===== src/rtl/ad9826_init_seq_if.sv =====
// -----------------------------------------------------------------------------
// ad9826_init_seq_if
//
// Transaction bus between the AD9826 register programmer and the serial
// configuration port controller.
//
// Signals:
//   cfg_addr   [3:0]  {reg_addr[2:0], write_not_read}, driven by the programmer
//   cfg_data   [8:0]  write data, driven by the programmer
//   cfg_toggle        one-cycle transaction launch, driven by the programmer
//   cfg_idle          controller ad_sload, 1 = controller idle
//   cfg_rdata  [8:0]  readback data returned by the controller
//
// Modports:
//   master  - the register programmer (ad9826_init_seq)
//   slave   - the serial configuration port controller
// -----------------------------------------------------------------------------
interface ad9826_init_seq_if;
   logic [3:0] cfg_addr;
   logic [8:0] cfg_data;
   logic       cfg_toggle;
   logic       cfg_idle;
   logic [8:0] cfg_rdata;

   modport master (
      output cfg_addr,
      output cfg_data,
      output cfg_toggle,
      input  cfg_idle,
      input  cfg_rdata
   );

   modport slave (
      input  cfg_addr,
      input  cfg_data,
      input  cfg_toggle,
      output cfg_idle,
      output cfg_rdata
   );
endinterface


===== src/rtl/ad9826_init_seq.sv =====
// -----------------------------------------------------------------------------
// ad9826_init_seq
//
// Power-up / on-demand register programmer for the AD9826 CCD front-end.
// Keeps a shadow copy of the eight AD9826 registers (host read/write while
// idle) and, on start, writes them in ascending address order through the
// serial configuration port controller, one transaction at a time, using the
// cfg_toggle / cfg_idle (ad_sload) handshake. Every wait on the controller is
// bounded by ACK_TIMEOUT clk cycles; an expired wait aborts the sequence and
// latches a sticky error together with the register index.
//
// Optional feature (macro AD9826_READBACK_EN): after each write the register
// is read back and compared against the shadow value; a difference aborts
// the sequence with error/err_reg set.
//
// Ports:
//   clk         system clock (100 MHz), single domain
//   reset       synchronous, active-high
//   start       one-cycle request to program all eight registers
//   host_we     shadow write strobe (honoured only while idle)
//   host_addr   shadow register index
//   host_wdata  shadow write data
//   host_rdata  shadow content at host_addr (combinational)
//   cfg         transaction bus to the serial port controller (master side)
//   busy        sequence in progress (every state except IDLE)
//   done        one-cycle pulse on error-free completion
//   error       sticky abort flag, cleared by an accepted start or reset
//   err_reg     register index at which the abort occurred
// -----------------------------------------------------------------------------
module ad9826_init_seq #(
   parameter logic [8:0]  DEF_CONFIG  = 9'h058,
   parameter logic [8:0]  DEF_MUX     = 9'h0C0,
   parameter logic [8:0]  DEF_GAIN    = 9'h000,
   parameter logic [8:0]  DEF_OFFSET  = 9'h000,
   parameter logic [15:0] ACK_TIMEOUT = 16'd4096
) (
   input  logic                     clk,
   input  logic                     reset,
   input  logic                     start,
   input  logic                     host_we,
   input  logic [2:0]               host_addr,
   input  logic [8:0]               host_wdata,
   output logic [8:0]               host_rdata,
   ad9826_init_seq_if.master        cfg,
   output logic                     busy,
   output logic                     done,
   output logic                     error,
   output logic [2:0]               err_reg
);

   typedef enum logic [3:0] {
      IDLE,
      LOAD,
      PULSE,
      WAIT_ACK,
      WAIT_IDLE,
      NEXT,
      FINISH
`ifdef AD9826_READBACK_EN
      ,
      READ,
      CHECK
`endif
   } state_t;

   state_t      state_q, state_d;
   logic [2:0]  idx_q;
   logic [15:0] tmr_q;
   logic [3:0]  cfg_addr_q;
   logic [8:0]  cfg_data_q;
   logic        error_q;
   logic [2:0]  err_reg_q;
   logic [8:0]  shadow [0:7];

   // Control strobes produced by the next-state logic
   logic        idx_clr;
   logic        idx_inc;
   logic        ld_wr;
   logic        clr_err;
   logic        set_err;
   logic        timeout;

`ifdef AD9826_READBACK_EN
   logic        rd_phase_q;
   logic        ld_rd;
`else
   // Readback data has no consumer without the readback feature
   logic        unused_rdata;
   assign unused_rdata = ^cfg.cfg_rdata;
`endif

   // Power-up / reset content of each shadow register
   function automatic logic [8:0] shadow_default(input int i);
      case (i)
         0:       return DEF_CONFIG;
         1:       return DEF_MUX;
         2, 3, 4: return DEF_GAIN;
         default: return DEF_OFFSET;
      endcase
   endfunction

   // The timer restarts on every state entry, so reaching ACK_TIMEOUT-1 means
   // this is the ACK_TIMEOUT-th cycle spent waiting in the current state.
   assign timeout = (tmr_q == ACK_TIMEOUT - 16'd1);

   // ---------------------------------------------------------------------------
   // Next-state and control decode
   // ---------------------------------------------------------------------------
   always_comb begin
      state_d = state_q;
      idx_clr = 1'b0;
      idx_inc = 1'b0;
      ld_wr   = 1'b0;
      clr_err = 1'b0;
      set_err = 1'b0;
`ifdef AD9826_READBACK_EN
      ld_rd   = 1'b0;
`endif

      case (state_q)
         IDLE: begin
            if (start) begin
               clr_err = 1'b1;
               idx_clr = 1'b1;
               state_d = LOAD;
            end
         end

         // Address/data are captured on the way out of LOAD so they are
         // already stable in the cycle cfg_toggle is raised.
         LOAD: begin
            if (cfg.cfg_idle) begin
               ld_wr   = 1'b1;
               state_d = PULSE;
            end else if (timeout) begin
               set_err = 1'b1;
               state_d = IDLE;
            end
         end

         PULSE: state_d = WAIT_ACK;

         WAIT_ACK: begin
            if (!cfg.cfg_idle) begin
               state_d = WAIT_IDLE;
            end else if (timeout) begin
               set_err = 1'b1;
               state_d = IDLE;
            end
         end

         WAIT_IDLE: begin
            if (cfg.cfg_idle) begin
`ifdef AD9826_READBACK_EN
               state_d = rd_phase_q ? CHECK : READ;
`else
               state_d = NEXT;
`endif
            end else if (timeout) begin
               set_err = 1'b1;
               state_d = IDLE;
            end
         end

`ifdef AD9826_READBACK_EN
         // Controller was just seen idle, so the read can launch directly;
         // PULSE/WAIT_ACK/WAIT_IDLE are shared with the write transaction.
         READ: begin
            ld_rd   = 1'b1;
            state_d = PULSE;
         end

         CHECK: begin
            if (cfg.cfg_rdata != shadow[idx_q]) begin
               set_err = 1'b1;
               state_d = IDLE;
            end else begin
               state_d = NEXT;
            end
         end
`endif

         NEXT: begin
            if (idx_q == 3'd7) begin
               state_d = FINISH;
            end else begin
               idx_inc = 1'b1;
               state_d = LOAD;
            end
         end

         FINISH: state_d = IDLE;

         default: state_d = IDLE;
      endcase
   end

   // ---------------------------------------------------------------------------
   // Sequencer state, timer, transaction registers and error flags
   // ---------------------------------------------------------------------------
   always_ff @(posedge clk) begin
      if (reset) begin
         state_q    <= IDLE;
         idx_q      <= 3'd0;
         tmr_q      <= 16'd0;
         cfg_addr_q <= 4'd0;
         cfg_data_q <= 9'd0;
         error_q    <= 1'b0;
         err_reg_q  <= 3'd0;
      end else begin
         state_q <= state_d;

         if (state_d != state_q || state_q == IDLE) begin
            tmr_q <= 16'd0;
         end else begin
            tmr_q <= tmr_q + 16'd1;
         end

         if (idx_clr) begin
            idx_q <= 3'd0;
         end else if (idx_inc) begin
            idx_q <= idx_q + 3'd1;
         end

         if (ld_wr) begin
            cfg_addr_q <= {idx_q, 1'b1};
            cfg_data_q <= shadow[idx_q];
         end
`ifdef AD9826_READBACK_EN
         else if (ld_rd) begin
            cfg_addr_q <= {idx_q, 1'b0};
         end
`endif

         if (clr_err) begin
            error_q <= 1'b0;
         end else if (set_err) begin
            error_q   <= 1'b1;
            err_reg_q <= idx_q;
         end
      end
   end

`ifdef AD9826_READBACK_EN
   // Distinguishes the write and the readback pass through the shared
   // PULSE/WAIT_ACK/WAIT_IDLE states.
   always_ff @(posedge clk) begin
      if (reset) begin
         rd_phase_q <= 1'b0;
      end else if (idx_clr || ld_wr) begin
         rd_phase_q <= 1'b0;
      end else if (ld_rd) begin
         rd_phase_q <= 1'b1;
      end
   end
`endif

   // ---------------------------------------------------------------------------
   // Shadow register file; host writes only land while the sequencer is idle,
   // so a write and a start in the same cycle send the new value.
   // ---------------------------------------------------------------------------
   always_ff @(posedge clk) begin
      if (reset) begin
         for (int i = 0; i < 8; i++) begin
            shadow[i] <= shadow_default(i);
         end
      end else if (host_we && state_q == IDLE) begin
         shadow[host_addr] <= host_wdata;
      end
   end

   assign host_rdata     = shadow[host_addr];

   assign cfg.cfg_addr   = cfg_addr_q;
   assign cfg.cfg_data   = cfg_data_q;
   assign cfg.cfg_toggle = (state_q == PULSE);

   assign busy    = (state_q != IDLE);
   assign done    = (state_q == FINISH);
   assign error   = error_q;
   assign err_reg = err_reg_q;

endmodule


===== src/flat_wrapper.sv =====
// flat-port wrapper written by rule: the top's interface ports become plain ports
module ad9826_init_seq_flat 
#(
   parameter logic [8:0]  DEF_CONFIG  = 9'h058,
   parameter logic [8:0]  DEF_MUX     = 9'h0C0,
   parameter logic [8:0]  DEF_GAIN    = 9'h000,
   parameter logic [8:0]  DEF_OFFSET  = 9'h000,
   parameter logic [15:0] ACK_TIMEOUT = 16'd4096
)
  (clk, reset, start, host_we, host_addr, host_wdata, host_rdata, busy, done, error, err_reg, cfg_cfg_addr, cfg_cfg_data, cfg_cfg_toggle, cfg_cfg_idle, cfg_cfg_rdata);
  ad9826_init_seq_if cfg_i ();
  input  logic clk;
  input  logic reset;
  input  logic start;
  input  logic host_we;
  input  logic [2:0] host_addr;
  input  logic [8:0] host_wdata;
  output logic [8:0] host_rdata;
  output logic busy;
  output logic done;
  output logic error;
  output logic [2:0] err_reg;
  output wire logic [$bits(cfg_i.cfg_addr)-1:0] cfg_cfg_addr;
  output wire logic [$bits(cfg_i.cfg_data)-1:0] cfg_cfg_data;
  output wire logic [$bits(cfg_i.cfg_toggle)-1:0] cfg_cfg_toggle;
  input wire logic [$bits(cfg_i.cfg_idle)-1:0] cfg_cfg_idle;
  input wire logic [$bits(cfg_i.cfg_rdata)-1:0] cfg_cfg_rdata;
  assign cfg_cfg_addr = cfg_i.cfg_addr;
  assign cfg_cfg_data = cfg_i.cfg_data;
  assign cfg_cfg_toggle = cfg_i.cfg_toggle;
  assign cfg_i.cfg_idle = cfg_cfg_idle;
  assign cfg_i.cfg_rdata = cfg_cfg_rdata;
  ad9826_init_seq #(.DEF_CONFIG(DEF_CONFIG), .DEF_MUX(DEF_MUX), .DEF_GAIN(DEF_GAIN), .DEF_OFFSET(DEF_OFFSET), .ACK_TIMEOUT(ACK_TIMEOUT)) u_core (.clk(clk), .reset(reset), .start(start), .host_we(host_we), .host_addr(host_addr), .host_wdata(host_wdata), .host_rdata(host_rdata), .cfg(cfg_i), .busy(busy), .done(done), .error(error), .err_reg(err_reg));
endmodule

===== config.mk =====
export PLATFORM = sky130hd
export DESIGN_NAME = ad9826_init_seq_flat
export DESIGN_NICKNAME = d
export VERILOG_FILES = /design/src/rtl/ad9826_init_seq_if.sv /design/src/rtl/ad9826_init_seq.sv /design/src/flat_wrapper.sv
export SDC_FILE = /design/constraint.sdc
export NUM_CORES = 1
export LEC_CHECK = 0
export BUFFER_PORTS_ARGS = -buffer_cell sky130_fd_sc_hd__buf_2
export CORE_UTILIZATION = 50
export DETAILED_ROUTE_END_ITERATION = 7
export GPL_ROUTABILITY_DRIVEN = 0
export PLACE_DENSITY_LB_ADDON = 0.12
export SLEW_MARGIN = 25
export SYNTH_ARGS = -nofsm -noshare
export SYNTH_HDL_FRONTEND = slang
export SYNTH_SLANG_ARGS = --single-unit

===== constraint.sdc =====
create_clock -name clk -period 2.2 [get_ports clk]
set_input_delay 0.44 -clock clk [delete_from_list [all_inputs] [get_ports clk]]
set_output_delay 0.44 -clock clk [all_outputs]
set_load 0.02 [all_outputs]

==> results of run 1 <==
-- logic make-up after synthesis --
group / Yosys count / synth area share (%)
AO/OA/AOI/OAI: 35 / 4.54
XOR/XNOR: 16 / 2.50
adder cells (fa/ha/maj): 3 / 0.671
buffers and inverters: 29 / 2.15
flip-flops: 112 / 52.9
multiplexers: 60 / 17.6
other: 1 / 0.0670
AND/OR/NAND/NOR: 191 / 19.6
-- per-layer routing --
metal	vias up	track usage, %
li1	1799	-
met1	1861	30.5
met2	88	43.3
met3	20	5.39
met4	0	7.93
met5	-	0
-- critical path, delay by kind of cell, from the launching register on --
family	cells	cell delay (ns)
multiplexers	2	0.79
flip-flops	1	0.43
buffers and inverters	1	0.13
-- how the worst max path moves through the flow --
stage / to / slack, ns
6_report: host_rdata[3] / 0.02
3_3_place_gp: u_core.shadow[0][8] / 0.03
4_1_cts: u_core.shadow[0][1] / -0.01
2_1_floorplan: u_core.shadow[0][0] / 0.008
3_5_place_dp: u_core.shadow[0][1] / 0.008
5_1_grt: host_rdata[3] / -0.02
-- through the flow --
stage	std cells	TNS, ns	utilization, %	setup slack (ns)
6_report	671	0	60.1	0.0248
5_1_grt	671	-0.0363	60.1	-0.0244
4_1_cts	669	-0.0611	59.5	-0.0108
3_5_place_dp	653	0	57.8	0.00812
3_3_place_gp	653	0	57.8	0.0263
2_1_floorplan	447	0	-	0.00763
-- synth_stat cells (2+ instances only) --
master and instances:
a211oi_1 10, a21oi_1 4, and2_1 67, and3_1 6
and4_1 5, buf_2 9, clkbuf_1 15, dfxtp_1 40
edfxtp_1 72, ha_1 3, inv_1 4, mux2_2 7
mux2i_1 23, mux4_2 30, nand2_1 9, nand2b_1 9
nand3_1 10, nand3b_1 3, nand4_1 2, nor2_1 45
nor2_2 6, nor2b_1 5, nor3_1 3, nor3b_1 2
o21ai_0 5, o21ai_1 3, o221ai_1 2, o31ai_1 2
or2_1 9, or3_1 2, xnor2_1 6, xor2_1 10
-- report_power, final --
part | switching (mW) | leakage (nW) | total (mW) | internal (mW)
Combinational | 0.217 | 1.32 | 0.400 | 0.183
Clock | 0.669 | 0.0849 | 1.18 | 0.510
Sequential | 0.0310 | 1.05 | 2.32 | 2.29
-- repair_timing --
action,in CTS,in global routing
endpoints found under the hold margin,0,0
pin swaps,0,1
resized for setup,0,14
hold buffers,0,0
setup buffers,1,2
cloned,0,0
setup endpoints to repair,10,78
-- cell type report --
type	count	area share [%]
Clock buffer	10	1.95
Clock inverter	5	0.745
Inverter	4	0.229
Multi-Input combinational cell	306	39.0
Sequential cell	112	45.2
Tap cell	140	2.67
Timing Repair Buffer	94	10.1
==> impl_metrics.toml, run 1 <==
[worst_setup_path]
slowest_stage = "mux4_2"
crit_type = "reg -> out"
startpoint = "u_core.shadow[6][3]"
cp-start-kind = "flop"
slowest_delay_ns = 0.50
crit_fanout = 2
r2r_end = "u_core.shadow[0][2]"
path_cells = "mux4_2, mux2_4, buf_6"
cp.required_ns = 1.76
end_kind = "output port"
reg2reg_slack_ns = 0.09
r2r-start = "u_core.state_q[2]"
cp.arrival_ns = 1.74
rr_worst_depth = 6

[timing]
fmax_ghz = 0.460
hold_viol = 0
setup_violations = 0
fin_crit_sh_pct = 98.9
fin_crit_ns = 2.18
max-slew-margin-rel_pct = 64.6
drv_slew = 0
worst_pin_slew_ns = 0.531
rsz0062_at_grt = "yes"
skew_ns = 0.0119
hold_slack_ns = 0.398

[placed_design]
io_buffers = 45
dp_hpwl_mm = 9.04
placed_area_um2 = 6290

[clocking]
insertion_delay_ns = 0.40
cts_tree = "yes"
cts_max_level = 3
cts-buffers-inserted = 9
cts_root_buf = "clkbuf_8"
cts_sinks = 112
cts_buffer_depth = 2
clk_pin_slew_ns = 0.10

[logic_synthesis]
synth_nets = 476
synth_area_leaders = "edfxtp_1 (39%), dfxtp_1 (14%), mux4_2 (12%), and2_1 (7.5%), mux2i_1 (4.1%)"
synth_flop_cell = "edfxtp_1"
yosys.area.top_type_share_pct = 38.6
ys_seq_area_share_pct = 52.9
synth-edff-count = 72
netlist_area_um2 = 5600
ys_seq_elements = 112
ys_types = 51
syn_inst = 447
yosys.area.top_type = "edfxtp_1"
async_flop_share_pct = 0
syn_avg_cell_area_um2 = 12.5
ys_warn_count = 0

[hold_path]
whs_path_depth = 2
min-delay-start = "host_wdata[3]"
holdPathEnd = "u_core.shadow[0][3]"
min_path_type = "in -> reg"

[grt]
grt_pass1_vias = 3813
grt_use_total_pct = 24.8
grt_antenna_before_repair = 0
grt_max_degree = 30
grt.overflow.total = 0
grt_pass1_wl_mm = 20.7

[detailed_routing]
ant_nets = 0
wirelength_mm = 13.1
wl_met1_mm = 5.58
routed-wl-met3_um = 492
vias = 3768
routed-wl-met2_mm = 6.78
via_per_inst = 5.62
drc = 0
drtIter0Drc = 233
drt-wirelength-per-cell_um = 19.5
dr.max_layer_used = "met4"
first_pass_iters = 5

[power_and_ir_drop]
static-leakage-power_nw = 2.45
finalPower_mw = 3.90
irDropWorstVdd_mv = 0.397
powerDensity_nw_per_um2 = 595

[final_layout]
seqCellArea_um2 = 2960
multi_input_area_um2 = 2550
top_register = "u_core.shadow"
postLayoutCellArea_um2 = 6550
largest_register_ffs = 72
drive_above_1_share_pct = 29.9
diodes = 0
nFillCells = 896
final_cell_mix = "edfxtp_1 (72), and2_1 (67), nor2_1 (45), buf_4 (45), buf_2 (41)"
area_growth_syn_to_layout_pct = 17.0
layout_commonest_cell = "edfxtp_1"
nets = 556

[status]
outcome = "completed"

[floorplan]
rows = 38
die_area_um2 = 11600
fp.dieW_um = 108
die_height_um = 108
core_um2 = 10900
initial_core_util_pct = 51.4
io_pins = 55

[job]
cap_viol_max_count = 0
Power figures use the tool's default switching activity.
==> run 2: changes to the inputs <==
- SETUP_SLACK_MARGIN: not set -> 0.4
==> impl_metrics.toml, run 2 (synthesized netlist as in run 1, its figures left out) <==
[status]
outcome = "finished with violations"
violations = "setup timing"

[final_layout]
utilization_pct = 64.7
area_growth_syn_to_layout_pct = 25.9
largest_register_ffs = 72
top_register = "u_core.shadow"
layout_commonest_cell = "edfxtp_1"
nets = 572
diodes = 0
drive_above_1_share_pct = 44.2
postLayoutCellArea_um2 = 7050
nFillCells = 847
final_cell_mix = "edfxtp_1 (72), nor2_1 (43), buf_4 (38)"
finalNonFillerCells = 688

[power_and_ir_drop]
swShare_pct = 25.4
switching_power_mw = 0.997
finalPower_mw = 3.93
combPwrFrac_pct = 12.1
clockPowerShare_pct = 28.8
seqPwrFrac_pct = 59.1
irDropWorstVdd_mv = 0.532
powerDensity_nw_per_um2 = 557
static-leakage-power_nw = 2.64
p_int_mw = 2.93

[clocking]
cts-buffers-inserted = 9
cts_root_buf = "clkbuf_8"
cts_max_level = 3
ctsHoldBuffers = 0
clk_pin_slew_ns = 0.10
cts_sinks = 112
insertion_delay_ns = 0.40
cts_buffer_depth = 2
cts_tree = "yes"

[hold_path]
min_path_type = "in -> reg"

[placed_design]
placed_area_um2 = 6230
dp.cells = 636
io_buffers = 45
pre_cts_slack_ns = -0.00779
dp_hpwl_mm = 8.69

[floorplan]
die_height_um = 108
fp.dieW_um = 108
io_pins = 55
initial_core_util_pct = 51.4
die_area_um2 = 11600
rows = 38
core_um2 = 10900

[grt]
grt.overflow.total = 0
grt_max_degree = 38
grt_pass1_wl_mm = 21.9
grt_use_total_pct = 26.6
grt_pass1_vias = 3905
grt_antenna_before_repair = 0

[worst_setup_path]
path_cells = "or4_4, nor3b_4, buf_4, nand2b_4, nor3_4, or2_4"
cpLargestDelayFamily = "simple AND/OR/NAND/NOR gates"
crit_type = "reg -> reg"
slowest_delay_ns = 0.55
cp-start-kind = "flop"
crit_fanout = 5
cp.arrival_ns = 2.31
end_kind = "flop"
slowest_stage = "or4_4"
cp.required_ns = 2.30
critPathBufInv = 1

[timing]
hold_slack_ns = 0.406
setup_violations = 20
skew_ns = 0.0133
hold_viol = 0
fin_crit_sh_pct = 101
fmax_ghz = 0.451
final.setup.tns_ns = -0.186
drv_slew = 0
setup_ws_ns = -0.0162
fin_crit_ns = 2.22
rsz0062_at_grt = "yes"

[job]
cap_viol_max_count = 0

[detailed_routing]
drt-wirelength-per-cell_um = 21.3
wirelength_mm = 14.7
drtIter0Drc = 313
via_per_inst = 5.83
ant_nets = 0
drc = 0
vias = 4013
first_pass_iters = 5
## run 2: cell count changes in the layout (fill, tap and decap cells not counted), moves of 7 or more
cell,delta
buf_4,-7
and2_4,+31
or2_4,+16
buf_2,-10
buf_6,+29
and2_1,-31
or2_1,-8
## run 2: per-layer routing
metal / GRT usage [%] / vias to the layer above / part of all wire, % / wire, µm
met1: 30.9 / 1971 / 38 / 5520
met2: 45.8 / 153 / 51 / 7520
met4: 11.4 / 0 / 3.2 / 475
li1: - / 1849 / - / -
met3: 7.51 / 40 / 8.0 / 1170
met5: 0 / - / 0 / 0
## run 2: final cells by class
cell class | instances | area (µm²) | share of cell area, %
well taps | 140 | 175 | 2.49
flip-flops and latches | 112 | 2970 | 42.1
multi-input cells | 314 | 2900 | 41.1
clock buffers | 9 | 124 | 1.76
clock inverters | 7 | 46.3 | 0.657
repair buffers | 102 | 821 | 11.6
inverters | 4 | 15.0 | 0.213
## run 2: power groups by stage
stage / clock network, mW / logic, mW / registers [mW]
final: 1.13 / 0.476 / 2.32
after global routing: 1.23 / 0.502 / 2.33
after CTS: 1.15 / 0.451 / 2.32
after detailed placement: 0 / 0.377 / 2.37
after global placement: 0 / 0.371 / 2.36
after floorplan: 0 / 0.260 / 2.36
## run 2: final timing paths
check | start | end | slack (ns) | cells past startpoint
setup / recovery | u_core.state_q[2] | u_core.shadow[0][3] | -0.02 | 6
hold / removal | host_wdata[3] | u_core.shadow[0][3] | 0.41 | 2
setup reg to reg | u_core.state_q[2] | u_core.shadow[0][3] | -0.02 | 6
hold reg to reg | u_core.tmr_q[0] | u_core.tmr_q[0] | 0.47 | 1
## run 2: repair_timing
item	4_1_cts	5_1_grt
gates resized for setup	76	49
pin swaps	22	9
cloned	15	1
endpoints found under the setup margin	175	188
buffers inserted	9	11
